===== src/rtl/wdt_window_multi.sv =====
// Multi-channel windowed watchdog.
// Each channel treats any change of its data word against the previous cycle as a kick.
// - A channel that sees no kick for TIMEOUT cycles raises irq.
// - A further BITE_DLY kick-free cycles makes it bite.
// - A kick that arrives too soon after the previous one raises early_err.
//
// state    | meaning
// ---------+-----------------------------------------------------------
// IDLE     | channel disabled, cnt held at 0, no kick evaluation
// RUN      | counting kick-free cycles, early-kick window checked
// EXPIRED  | irq raised, counting toward bite, kick returns to RUN
// BITTEN   | terminal, cnt frozen, kicks ignored until rst or en=0
module wdt_window_multi #(
  parameter int DATA_WIDTH = 32,
  parameter int NUM_CH     = 4,
  parameter int TIMEOUT    = 32,
  parameter int WIN_MIN    = 4,
  parameter int BITE_DLY   = 16
) (
  input  logic                         clk,
  input  logic                         rst,
  input  logic [NUM_CH-1:0]            en,
  input  logic [NUM_CH*DATA_WIDTH-1:0] data_in,
  input  logic [NUM_CH-1:0]            irq_clr,
  output logic [NUM_CH-1:0]            irq,
  output logic [NUM_CH-1:0]            early_err,
  output logic                         bite,
  output logic                         interrupt_top
);

  localparam int CNT_WIDTH = $clog2(TIMEOUT + BITE_DLY + 1);
  localparam logic [CNT_WIDTH-1:0] TIMEOUT_C = CNT_WIDTH'(TIMEOUT);
  localparam logic [CNT_WIDTH-1:0] BITE_AT_C = CNT_WIDTH'(TIMEOUT + BITE_DLY);
  localparam logic [CNT_WIDTH-1:0] WIN_MIN_C = CNT_WIDTH'(WIN_MIN);

  typedef enum logic [1:0] {
    ST_IDLE    = 2'd0,
    ST_RUN     = 2'd1,
    ST_EXPIRED = 2'd2,
    ST_BITTEN  = 2'd3
  } state_t;

  logic [NUM_CH-1:0] bite_set;

  for (genvar c = 0; c < NUM_CH; c++) begin : g_ch
    state_t                 state_q, state_d;
    logic [CNT_WIDTH-1:0]   cnt_q, cnt_d, cnt_inc;
    logic [DATA_WIDTH-1:0]  prev_q, word;
    logic                   kick, set_irq, set_err, set_bite;
    logic                   irq_q, err_q;

    assign word    = data_in[c*DATA_WIDTH +: DATA_WIDTH];
    assign kick    = (word != prev_q);
    assign cnt_inc = cnt_q + 1'b1;

    // Next-state and flag-set decode; disable wins over any kick or expiry.
    always_comb begin
      state_d  = state_q;
      cnt_d    = cnt_q;
      set_irq  = 1'b0;
      set_err  = 1'b0;
      set_bite = 1'b0;
      case (state_q)
        ST_IDLE: begin
          cnt_d = '0;
          if (en[c]) state_d = ST_RUN;
        end
        ST_RUN: begin
          if (!en[c]) begin
            state_d = ST_IDLE;
            cnt_d   = '0;
          end else if (kick) begin
            cnt_d = '0;
            if (cnt_inc < WIN_MIN_C) set_err = 1'b1;
          end else begin
            cnt_d = cnt_inc;
            if (cnt_inc == TIMEOUT_C) begin
              state_d = ST_EXPIRED;
              set_irq = 1'b1;
            end
          end
        end
        ST_EXPIRED: begin
          if (!en[c]) begin
            state_d = ST_IDLE;
            cnt_d   = '0;
          end else if (kick) begin
            state_d = ST_RUN;
            cnt_d   = '0;
          end else begin
            cnt_d = cnt_inc;
            if (cnt_inc == BITE_AT_C) begin
              state_d  = ST_BITTEN;
              set_bite = 1'b1;
            end
          end
        end
        ST_BITTEN: begin
          if (!en[c]) begin
            state_d = ST_IDLE;
            cnt_d   = '0;
          end
        end
        default: begin
          state_d = ST_IDLE;
          cnt_d   = '0;
        end
      endcase
    end

    // Channel registers; a set condition beats a same-edge clear.
    always_ff @(posedge clk) begin
      if (rst) begin
        state_q <= ST_IDLE;
        cnt_q   <= '0;
        prev_q  <= '0;
        irq_q   <= 1'b0;
        err_q   <= 1'b0;
      end else begin
        state_q <= state_d;
        cnt_q   <= cnt_d;
        prev_q  <= word;
        irq_q   <= set_irq | (irq_q & ~irq_clr[c]);
        err_q   <= set_err | (err_q & ~irq_clr[c]);
      end
    end

    assign irq[c]       = irq_q;
    assign early_err[c] = err_q;
    assign bite_set[c]  = set_bite;
  end

  // Global bite request, only rst releases it.
  always_ff @(posedge clk) begin
    if (rst) bite <= 1'b0;
    else     bite <= bite | (|bite_set);
  end

  assign interrupt_top = (|irq) | (|early_err);

endmodule


===== config.mk =====
export PLATFORM = sky130hd
export DESIGN_NAME = wdt_window_multi
export DESIGN_NICKNAME = d
export VERILOG_FILES = /design/src/rtl/wdt_window_multi.sv
export SDC_FILE = /design/constraint.sdc
export NUM_CORES = 1
export LEC_CHECK = 0
export CORE_MARGIN = 2
export CORE_UTILIZATION = 52
export DETAILED_ROUTE_END_ITERATION = 10
export PLACE_DENSITY = 0.89
export RECOVER_POWER = 25
export SETUP_SLACK_MARGIN = 0.5
export SYNTH_ARGS = -nofsm -noshare
export SYNTH_HDL_FRONTEND = slang
export SYNTH_SLANG_ARGS = --single-unit

===== constraint.sdc =====
create_clock -name clk -period 2.6 [get_ports clk]
set_input_delay 0.52 -clock clk [delete_from_list [all_inputs] [get_ports clk]]
set_output_delay 0.52 -clock clk [all_outputs]
set_load 0.03 [all_outputs]

== After elaboration in Yosys (flattened, before gate mapping) ==
Index checks and enable logic that the tools add are counted.

* Bits in registers: 169
* Bits in latches: 0
* RAM bits: 0
* Bits in read-only memories: 0
* Output and inout bits: 10
* Logic and storage cells: 210
* Memories kept: 0

* $add $sub $neg: 4
* Multipliers: 0
* Div/mod/pow operators: 0
* Order comparisons: 4
* Equality and inequality tests: 44
* Shifts and indexed selects: 0
* Multiplexer cells: 100
* Bitwise gates (word level): 22
* Reduce and logical (&&, ||, !) cells: 15

{| class="wikitable"
|+ Operators by type and width
! operator !! number
|-
| inequality test 32 bit || 4
|-
| 2-to-1 mux 6 bit || 12
|-
| one-hot mux 6 bit (3 select lines) || 4
|-
| 2-to-1 mux 2 bit || 32
|-
| == test 6 bit (second input constant) || 8
|-
| 2-to-1 mux 1 bit || 48
|-
| one-hot mux 2 bit (4 select lines) || 4
|-
| adder 6 x 1 -> 6 bit (second input constant) || 4
|-
| less-than comparator 6 x 3 -> 1 bit (second input constant) || 4
|-
| inequality test 3 bit (second input constant) || 8
|-
| AND reduction 5 bit || 4
|-
| == test 2 bit (second input constant) || 8
|-
| inequality test 2 bit (second input constant) || 8
|-
| inequality test 4 bit (second input constant) || 4
|-
| OR reduction 4 bit || 3
|-
| OR 1 bit || 10
|-
| AND 1 bit || 8
|-
| == test 2 x 1 -> 1 bit (second input constant) || 4
|-
| zero test 2 bit || 4
|-
| OR reduction 2 bit || 4
|-
| inverter 1 bit || 4
|}

== Longest topological paths before layout ==
Gate-level depths: netlist (run 1).

* Word-level depth: 8
* Mapped depth: 8
* Gate-level depth less buffers: 7

== Least setup slack after synthesis (run 1) ==
Ideal clock, no wire load.

* Kind: input to register
* From: input port data_in[50]
* To: register g_ch[1].cnt_q[2]
* Library setup time: 0.086 ns
* Arrival: 1.923 ns
* Data required time: 2.514 ns
* Setup slack: 0.591 ns
* Stages on the path: 6
* Path buffers: 0
* Cells stage by stage: xor2_1 -> nor4_1 -> nand4_1 -> nor4_4 -> nand2_1 -> a221oi_2

* Cells in the longest elaborated chain, start to end: 4

{| class="wikitable"
|+ RTL lines
! item !! RTL line !! source
|-
| start: declaration || 23 || <nowiki>input logic [NUM_CH*DATA_WIDTH-1:0] data_in,</nowiki>
|-
| inequality test 32 bit || 53 || <nowiki>assign kick = (word != prev_q);</nowiki>
|-
| 2-to-1 mux 6 bit || 72, 87 ||
|-
| 2-to-1 mux 6 bit || 84 || <nowiki>if (!en[c]) begin</nowiki>
|-
| one-hot mux 6 bit (3 select lines) || 63 || <nowiki>case (state_q)</nowiki>
|-
| end signal: assignment || 121 || <nowiki>cnt_q <= cnt_d;</nowiki>
|-
| end: declaration || 47 || <nowiki>logic [CNT_WIDTH-1:0] cnt_q, cnt_d, cnt_inc;</nowiki>
|}

Every way passes these cells.
A chain may end at the register's enable or synchronous reset.

== Worst setup path in the final report (run 1) ==
* From: input port data_in[50]
* To: register g_ch[1].cnt_q[3]

The elaborated chain is that of the path after synthesis.

==> results.json, run 1 <==
{
  "synth_cells": 835,
  "timing.critical_path.cells": "clkdlybuf4s50_1 -> xor2_1 -> nor4_2 -> nand4_1 -> nor4_4 -> nand2_1 -> a211oi_2",
  "postSynthNetCount": 997,
  "power_per_cell_area_mw_per_mm2": 555,
  "io_pins": 148,
  "route.layer.met1.wl_um": 8240,
  "share_comb_of_total_power_pct": 14.9,
  "starting_density_of_the_core_pct": 53.7,
  "vdd_drop_max_v": 0.000562,
  "post_route_cells_drive_above_1_share_pct": 13.8,
  "vias_in_the_first_global_route": 6608,
  "insertion_delay_ps": 440,
  "synth.cell_area_sq_mm": 0.00786,
  "dieArea_sq_mm": 0.0161,
  "finalWorstPathRequiredPeriod_ps": 2210,
  "seqCellArea_sq_mm": 0.00338,
  "multi_input_area_sq_mm": 0.00459,
  "final_non_filler_cell_total": 1195,
  "final_nets": 1164,
  "synth-warning-count": 0,
  "grtUsageTotal_pct": 24.0,
  "place_inst": 1154,
  "cp_slowest_stage_delay_ps": 450,
  "relSlewSlack_pct": 21.3,
  "total_switching_power_mw": 1.55,
  "clock_tree.buffer_depth": 2,
  "core_region_area_sq_mm": 0.0146,
  "skew_ps": 9.60,
  "cts_hold_buf": 0,
  "outcome": "completed",
  "detailedRoute.firstIterationViolations": 540,
  "dr_total_vias": 6609,
  "cts_tree": "yes",
  "internal-power_mw": 4.41,
  "rows": 44,
  "grt_setup_unrepaired": "true",
  "setup_viol": 0,
  "port_buffers": 147,
  "crit_arrival_ps": 2560,
  "height_of_the_chip_um": 127,
  "ys_seq_area_share_pct": 43.0,
  "cts-root-buf": "clkbuf_16",
  "netSwitchingFraction_pct": 26.0,
  "synth_cell_types": 63,
  "hold_path.class": "in -> reg",
  "first_pass_grt_wire_length_um": 31200,
  "wirelength_routed_um": 20400,
  "grt_antenna_before_repair": 0,
  "worst_path_max_delay_cell": "clkdlybuf4s50_1",
  "numCtsBuffers": 17,
  "setup_total_negative_slack_ps": 0,
  "drt-pass1-iter-count": 5,
  "postSynthRegisterBits": 169,
  "grt_overflow_total": 0,
  "max_cap_viol_count": 0,
  "finish.utilization_pct": 73.3,
  "min_period_over_period_pct": 85.1,
  "routed_via_density": 5.53,
  "synth_async_reset_ratio_pct": 0,
  "end_kind": "flip-flop",
  "clock_sink_count": 169,
  "synth_top_flop_cell": "dfxtp_1",
  "insertedDiodeCount": 0,
  "sequentialPowerShare_pct": 46.9,
  "wl_met3_um": 1200,
  "grt_max_degree": 53,
  "detailed_place.area_sq_mm": 0.00958,
  "clock_power_share_pct": 38.3,
  "critical_path_class": "in -> reg",
  "met2_wirelength_um": 10600,
  "detailed_place_hpwl_um": 13000,
  "timing_max_transition_violations_final": 0,
  "fill_cells": 963,
  "synth_area_per_cell_sq_um": 9.42,
  "drt-wirelength-per-cell_um": 17.1,
  "ant_nets": 0,
  "syn_to_final_growth_pct": 36.5,
  "routabilityCongestion": 0.913,
  "die_x_um": 127,
  "clk_pin_slew_ps": 60,
  "h-tree-depth": 4,
  "worst_setup_path_start_kind": "input port",
  "cell_types_occupying_the_most_area_after_synthesis": "dfxtp_1 43%, xor2_1 15%, nor2b_1 10%",
  "worst_ep_required_time_ps": 2950,
  "reg2reg_slack_ps": 490,
  "power.static_leakage_nw": 4.79,
  "route.top_layer_used": "met4",
  "final_hold_viol_count": 0,
  "synth_top_area_cell": "dfxtp_1",
  "critPathMaxFanout": 6,
  "layout.cell_area.non_filler_sq_mm": 0.0107,
  "tightestPinTransition_ps": 1180,
  "synth_enable_flop_cells": 0,
  "route.detailed.drc": 0,
  "clock.fmax_ghz": 0.452,
  "yosys.area.top_type_share_pct": 43.0
}
## cell usage after synthesis, types with 6 or more instances
master and n:
dfxtp_1 169, xor2_1 131, nor2b_1 130, nor4_1 46
nand2_1 35, nor2_1 34, inv_1 29, clkbuf_1 26
a21oi_1 25, ha_1 24, nand3_1 22, nand2b_1 13
nand4_1 10, nor3_1 10, a31oi_1 9, and2_1 9
buf_4 8, o21ai_0 8, a32oi_1 7, a211oi_1 6
or3_1 6
## through the flow
step	total power, mW	hold WS, ps	setup WS (ps)
floorplan	3.27	445	591
global placement	3.62	482	-61.4
detailed placement	3.65	488	-149
CTS	5.93	455	472
global route	6.16	367	357
finish	5.96	356	387
## power groups by stage
stage | sequential, mW | combinational (mW) | clock, mW
2_1_floorplan | 2.82 | 0.446 | 0
3_3_place_gp | 2.83 | 0.788 | 0
3_5_place_dp | 2.84 | 0.811 | 0
4_1_cts | 2.79 | 0.852 | 2.30
5_1_grt | 2.80 | 0.956 | 2.40
6_report | 2.79 | 0.885 | 2.28
## metal layers
metal / GRT usage (%) / vias up
met4: 8.40 / 0
met3: 6.12 / 38
li1: - / 3164
met2: 42.8 / 232
met1: 28.0 / 3175
met5: 0 / -
## critical path, delay by kind of cell
family | cells | cell delay [ps]
compound gates | 1 | 250
xor+xnor | 1 | 180
buf+inv | 1 | 450
simple gates | 4 | 1170
## flip-flops by register name (all words and copies together), names as in the netlist
| name | count |
|---|---|
| bite | 1 |
| g_ch.cnt_q | 24 |
| g_ch.err_q | 4 |
| g_ch.irq_q | 4 |
| g_ch.prev_q | 128 |
| g_ch.state_q | 8 |
## kinds of logic after synthesis
family,Yosys count,share of synthesized area [%]
buffers and inverters,67,3.61
and+or+nand+nor,335,24.9
DFF,169,43.0
xor gates and xnor gates,136,15.1
AOI/OAI and AO/OA,100,9.01
adders and majority gates,24,3.82
muxes,4,0.525
## cells in the final DEF (no fill, tap or decap), drive strengths merged, types with 12 or more instances in the layout
cell type        n
ha              24
nor4            49
dlygate4sd2     26
nand3           22
inv             31
nand2           35
xor2           131
clkbuf          23
dlymetal6s2s    68
buf             38
clkdlybuf4s50   50
nor2            34
nor3            12
dfxtp          169
nor2b          130
nand2b          13
a21oi           25
## area by class of cell
class | instances | area share, %
tap | 184 | 2.15
clock inverter | 9 | 0.653
inverter | 29 | 1.01
multi-input combinational | 599 | 42.7
timing repair buffer | 186 | 17.7
sequential | 169 | 31.5
clock buffer | 19 | 4.22
## worst paths after layout
path | cells past startpoint | to | startpoint
max reg2reg | 6 | g_ch[1].cnt_q[3]$_SDFFE_PP0P_ | g_ch[1].prev_q[2]$_SDFF_PP0_
min reg2reg | 2 | g_ch[2].irq_q$_SDFF_PP0_ | g_ch[2].irq_q$_SDFF_PP0_
max | 7 | g_ch[1].cnt_q[3]$_SDFFE_PP0P_ | data_in[50]
min | 2 | g_ch[2].prev_q[5]$_SDFF_PP0_ | data_in[69]
## timing repair
action                     CTS  global route
pin swaps                   37            50
buffers inserted             8             5
setup endpoints to repair   33            44
resized for setup           69           105
(Power assumes the default switching activity.)
==> inputs of run 2 (changes only) <==
--- a/config.mk
+++ b/config.mk
@@ -7,10 +7,10 @@
 export LEC_CHECK = 0
 export CORE_MARGIN = 2
 export CORE_UTILIZATION = 52
+export CTS_CLUSTER_SIZE = 8
 export DETAILED_ROUTE_END_ITERATION = 10
 export PLACE_DENSITY = 0.89
 export RECOVER_POWER = 25
-export SETUP_SLACK_MARGIN = 0.5
 export SYNTH_ARGS = -nofsm -noshare
 export SYNTH_HDL_FRONTEND = slang
 export SYNTH_SLANG_ARGS = --single-unit
==> run 2 against run 1 <==
Net effect: cell area fell by 6.0%; maximum frequency fell by 9.8%; sequential power barely moved; critical path depth fell by 3; routed wire length fell by 12%; via count fell by 3.9%; register-to-register slack barely moved; core utilization fell by 4.4 points; hold slack improved by 140 ps; non-clock buffer count fell by 13; cell count fell by 1.1%; clock skew fell by 0.53 ps; critical path type is now reg -> out.
==> results.json, run 2 (same netlist as run 1, synthesis figures left out) <==
{
  "critical_path_class": "reg -> out",
  "r2r.worst_path.cells": 6,
  "rows": 44,
  "ant_nets": 0,
  "post_route_cells_drive_above_1_share_pct": 6.21,
  "outcome": "completed",
  "clock.fmax_ghz": 0.408,
  "clock_tree.buffer_depth": 2,
  "height_of_the_chip_um": 127,
  "worst_ep_required_time_ps": 2080,
  "reg2reg_from": "g_ch[3].prev_q[5]$_SDFF_PP0_",
  "layout.cells.most_common_list": "169 x dfxtp_1, 146 x clkdlybuf4s50_1, 131 x xor2_1, 130 x nor2b_1, 46 x nor4_1",
  "cp_top_family": "buffers and inverters",
  "use_met2_pct": 39.6,
  "total_switching_power_mw": 1.46,
  "clk_pin_slew_ps": 60,
  "fill_cells": 1125,
  "drt-pass1-iter-count": 4,
  "worst_setup_path_start_kind": "flip-flop",
  "seqCellArea_sq_mm": 0.00338,
  "clock_power_share_pct": 38.5,
  "vias_in_the_first_global_route": 6320,
  "detailedRoute.firstIterationViolations": 461,
  "sequentialPowerShare_pct": 47.4,
  "worst_path_max_delay_cell": "clkdlybuf4s50_1",
  "skew_ps": 9.07,
  "clock_sink_count": 169,
  "multi_input_area_sq_mm": 0.00420,
  "insertion_delay_ps": 430,
  "grt_overflow_total": 0,
  "port_buffers": 147,
  "vdd_drop_max_v": 0.000530,
  "power_per_cell_area_mw_per_mm2": 582,
  "final_hold_viol_count": 0,
  "use_met1_pct": 26.7,
  "worst-path-buf-inv": 2,
  "crit_arrival_ps": 1930,
  "cts-root-buf": "clkbuf_16",
  "dr_total_vias": 6350,
  "io_pins": 148,
  "critical_path_cell_count": 4,
  "leading_cell_type_in_the_layout_fill_and_taps_excluded": "dfxtp_1",
  "top_regs": "g_ch.prev_q: 128 flops, g_ch.cnt_q: 24 flops, g_ch.state_q: 8 flops",
  "cts_hold_buf": 0,
  "wirelength_routed_um": 17800,
  "grt_setup_unrepaired": "false",
  "syn_to_final_growth_pct": 28.3,
  "max_cap_viol_count": 0,
  "timing.critical_path.cells": "nor4_1 -> buf_4 -> nand2_1 -> clkdlybuf4s50_1",
  "critical_path.endpoint": "interrupt_top",
  "netSwitchingFraction_pct": 24.8,
  "power.static_leakage_nw": 3.99,
  "detailed_place.area_sq_mm": 0.00958,
  "grt_antenna_before_repair": 0,
  "relSlewSlack_pct": 23.4,
  "layout.cell_area.non_filler_sq_mm": 0.0101,
  "timing_max_transition_violations_final": 0,
  "share_comb_of_total_power_pct": 14.0,
  "insertedDiodeCount": 0,
  "fin_hold_ws_ps": 496,
  "grtUsageTotal_pct": 22.5,
  "min_period_over_period_pct": 94.4,
  "worst_r2r_endpoint": "g_ch[3].cnt_q[3]$_SDFFE_PP0P_",
  "numCtsBuffers": 17,
  "finalWorstPathRequiredPeriod_ps": 2450,
  "setup_viol": 0,
  "route.detailed.drc": 0,
  "largest_register_ffs": 128,
  "starting_density_of_the_core_pct": 53.7,
  "hold_path.class": "reg -> reg",
  "cts_tree": "yes",
  "critPathLaunch": "g_ch[1].irq_q$_SDFF_PP0_",
  "post-cts-setup-buffer-count": 0,
  "h-tree-depth": 4,
  "final_nets": 1151,
  "max_flop_register": "g_ch.prev_q",
  "grt_most_used_layer": "met2",
  "routed_via_density": 5.37,
  "tightestPinTransition_ps": 1150,
  "critPathMaxFanout": 3,
  "dieArea_sq_mm": 0.0161,
  "detailed_place_hpwl_um": 13000,
  "reg2reg_slack_ps": 500,
  "finish.utilization_pct": 68.9,
  "core_region_area_sq_mm": 0.0146,
  "routabilityCongestion": 0.913,
  "drt-wirelength-per-cell_um": 15.1,
  "cp_slowest_stage_delay_ps": 590,
  "grt.met3_usage_pct": 5.74,
  "grt_max_degree": 53,
  "gates_resized_cts_repair": 0,
  "die_x_um": 127,
  "internal-power_mw": 4.42,
  "end_kind": "output port",
  "min_delay_path_depth": 2,
  "first_pass_grt_wire_length_um": 29300
}
[run 2: layout make-up]
class	count	share of cell area, %
Tap cell	184	2.28
Sequential cell	169	33.5
Clock buffer	19	4.49
Inverter	29	1.08
Clock inverter	9	0.694
Multi-Input combinational cell	599	41.6
Timing Repair Buffer	173	16.4
[run 2: through the flow]
step / instances / setup WS [ps] / power, mW / setup TNS, ps
after floorplan: 835 / 591 / 3.27 / 0
after global placement: 1154 / -61.4 / 3.62 / -273
after detailed placement: 1154 / -149 / 3.65 / -1300
after CTS: 1182 / 123 / 5.91 / 0
after global routing: 1182 / 76.7 / 6.10 / 0
final: 1182 / 147 / 5.87 / 0
[run 2: power groups by stage]
stage,sequential [mW],combinational [mW],clock (mW)
finish,2.78,0.824,2.26
global route,2.79,0.904,2.40
detailed placement,2.84,0.811,0
global placement,2.83,0.788,0
CTS,2.78,0.827,2.30
floorplan,2.82,0.446,0
[run 2: metal layers]
layer  up-vias  share of wire, %  wire length (um)
li1       3157                 -                 -
met1      2987                44              7770
met2       178                50              8870
met3        28               4.9               877
met4         0               1.8               329
met5         -                 0                 0
[run 2: worst min-delay path, stage by stage (launching register included)]
cell      delay [ps]
dfxtp_1          320
nand2b_1          70
a21oi_1           60
[run 2: worst min-delay path by stage]
stage	startpoint	to	slack, ps
2_1_floorplan	g_ch[3].irq_q$_SDFF_PP0_	g_ch[3].irq_q$_SDFF_PP0_	440
3_3_place_gp	g_ch[2].irq_q$_SDFF_PP0_	g_ch[2].irq_q$_SDFF_PP0_	480
3_5_place_dp	g_ch[2].err_q$_SDFF_PP0_	g_ch[2].err_q$_SDFF_PP0_	490
4_1_cts	g_ch[2].err_q$_SDFF_PP0_	g_ch[2].err_q$_SDFF_PP0_	500
5_1_grt	g_ch[2].irq_q$_SDFF_PP0_	g_ch[2].irq_q$_SDFF_PP0_	520
6_report	g_ch[2].irq_q$_SDFF_PP0_	g_ch[2].irq_q$_SDFF_PP0_	500
==> inputs of run 3 (changes only) <==
--- a/config.mk
+++ b/config.mk
@@ -11,6 +11,7 @@
 export DETAILED_ROUTE_END_ITERATION = 10
 export PLACE_DENSITY = 0.89
 export RECOVER_POWER = 25
+export SLEW_MARGIN = 10
 export SYNTH_ARGS = -nofsm -noshare
 export SYNTH_HDL_FRONTEND = slang
 export SYNTH_SLANG_ARGS = --single-unit
==> results of run 3 <==
No change in the layout: final DEF, timing and power equal those of run 2.
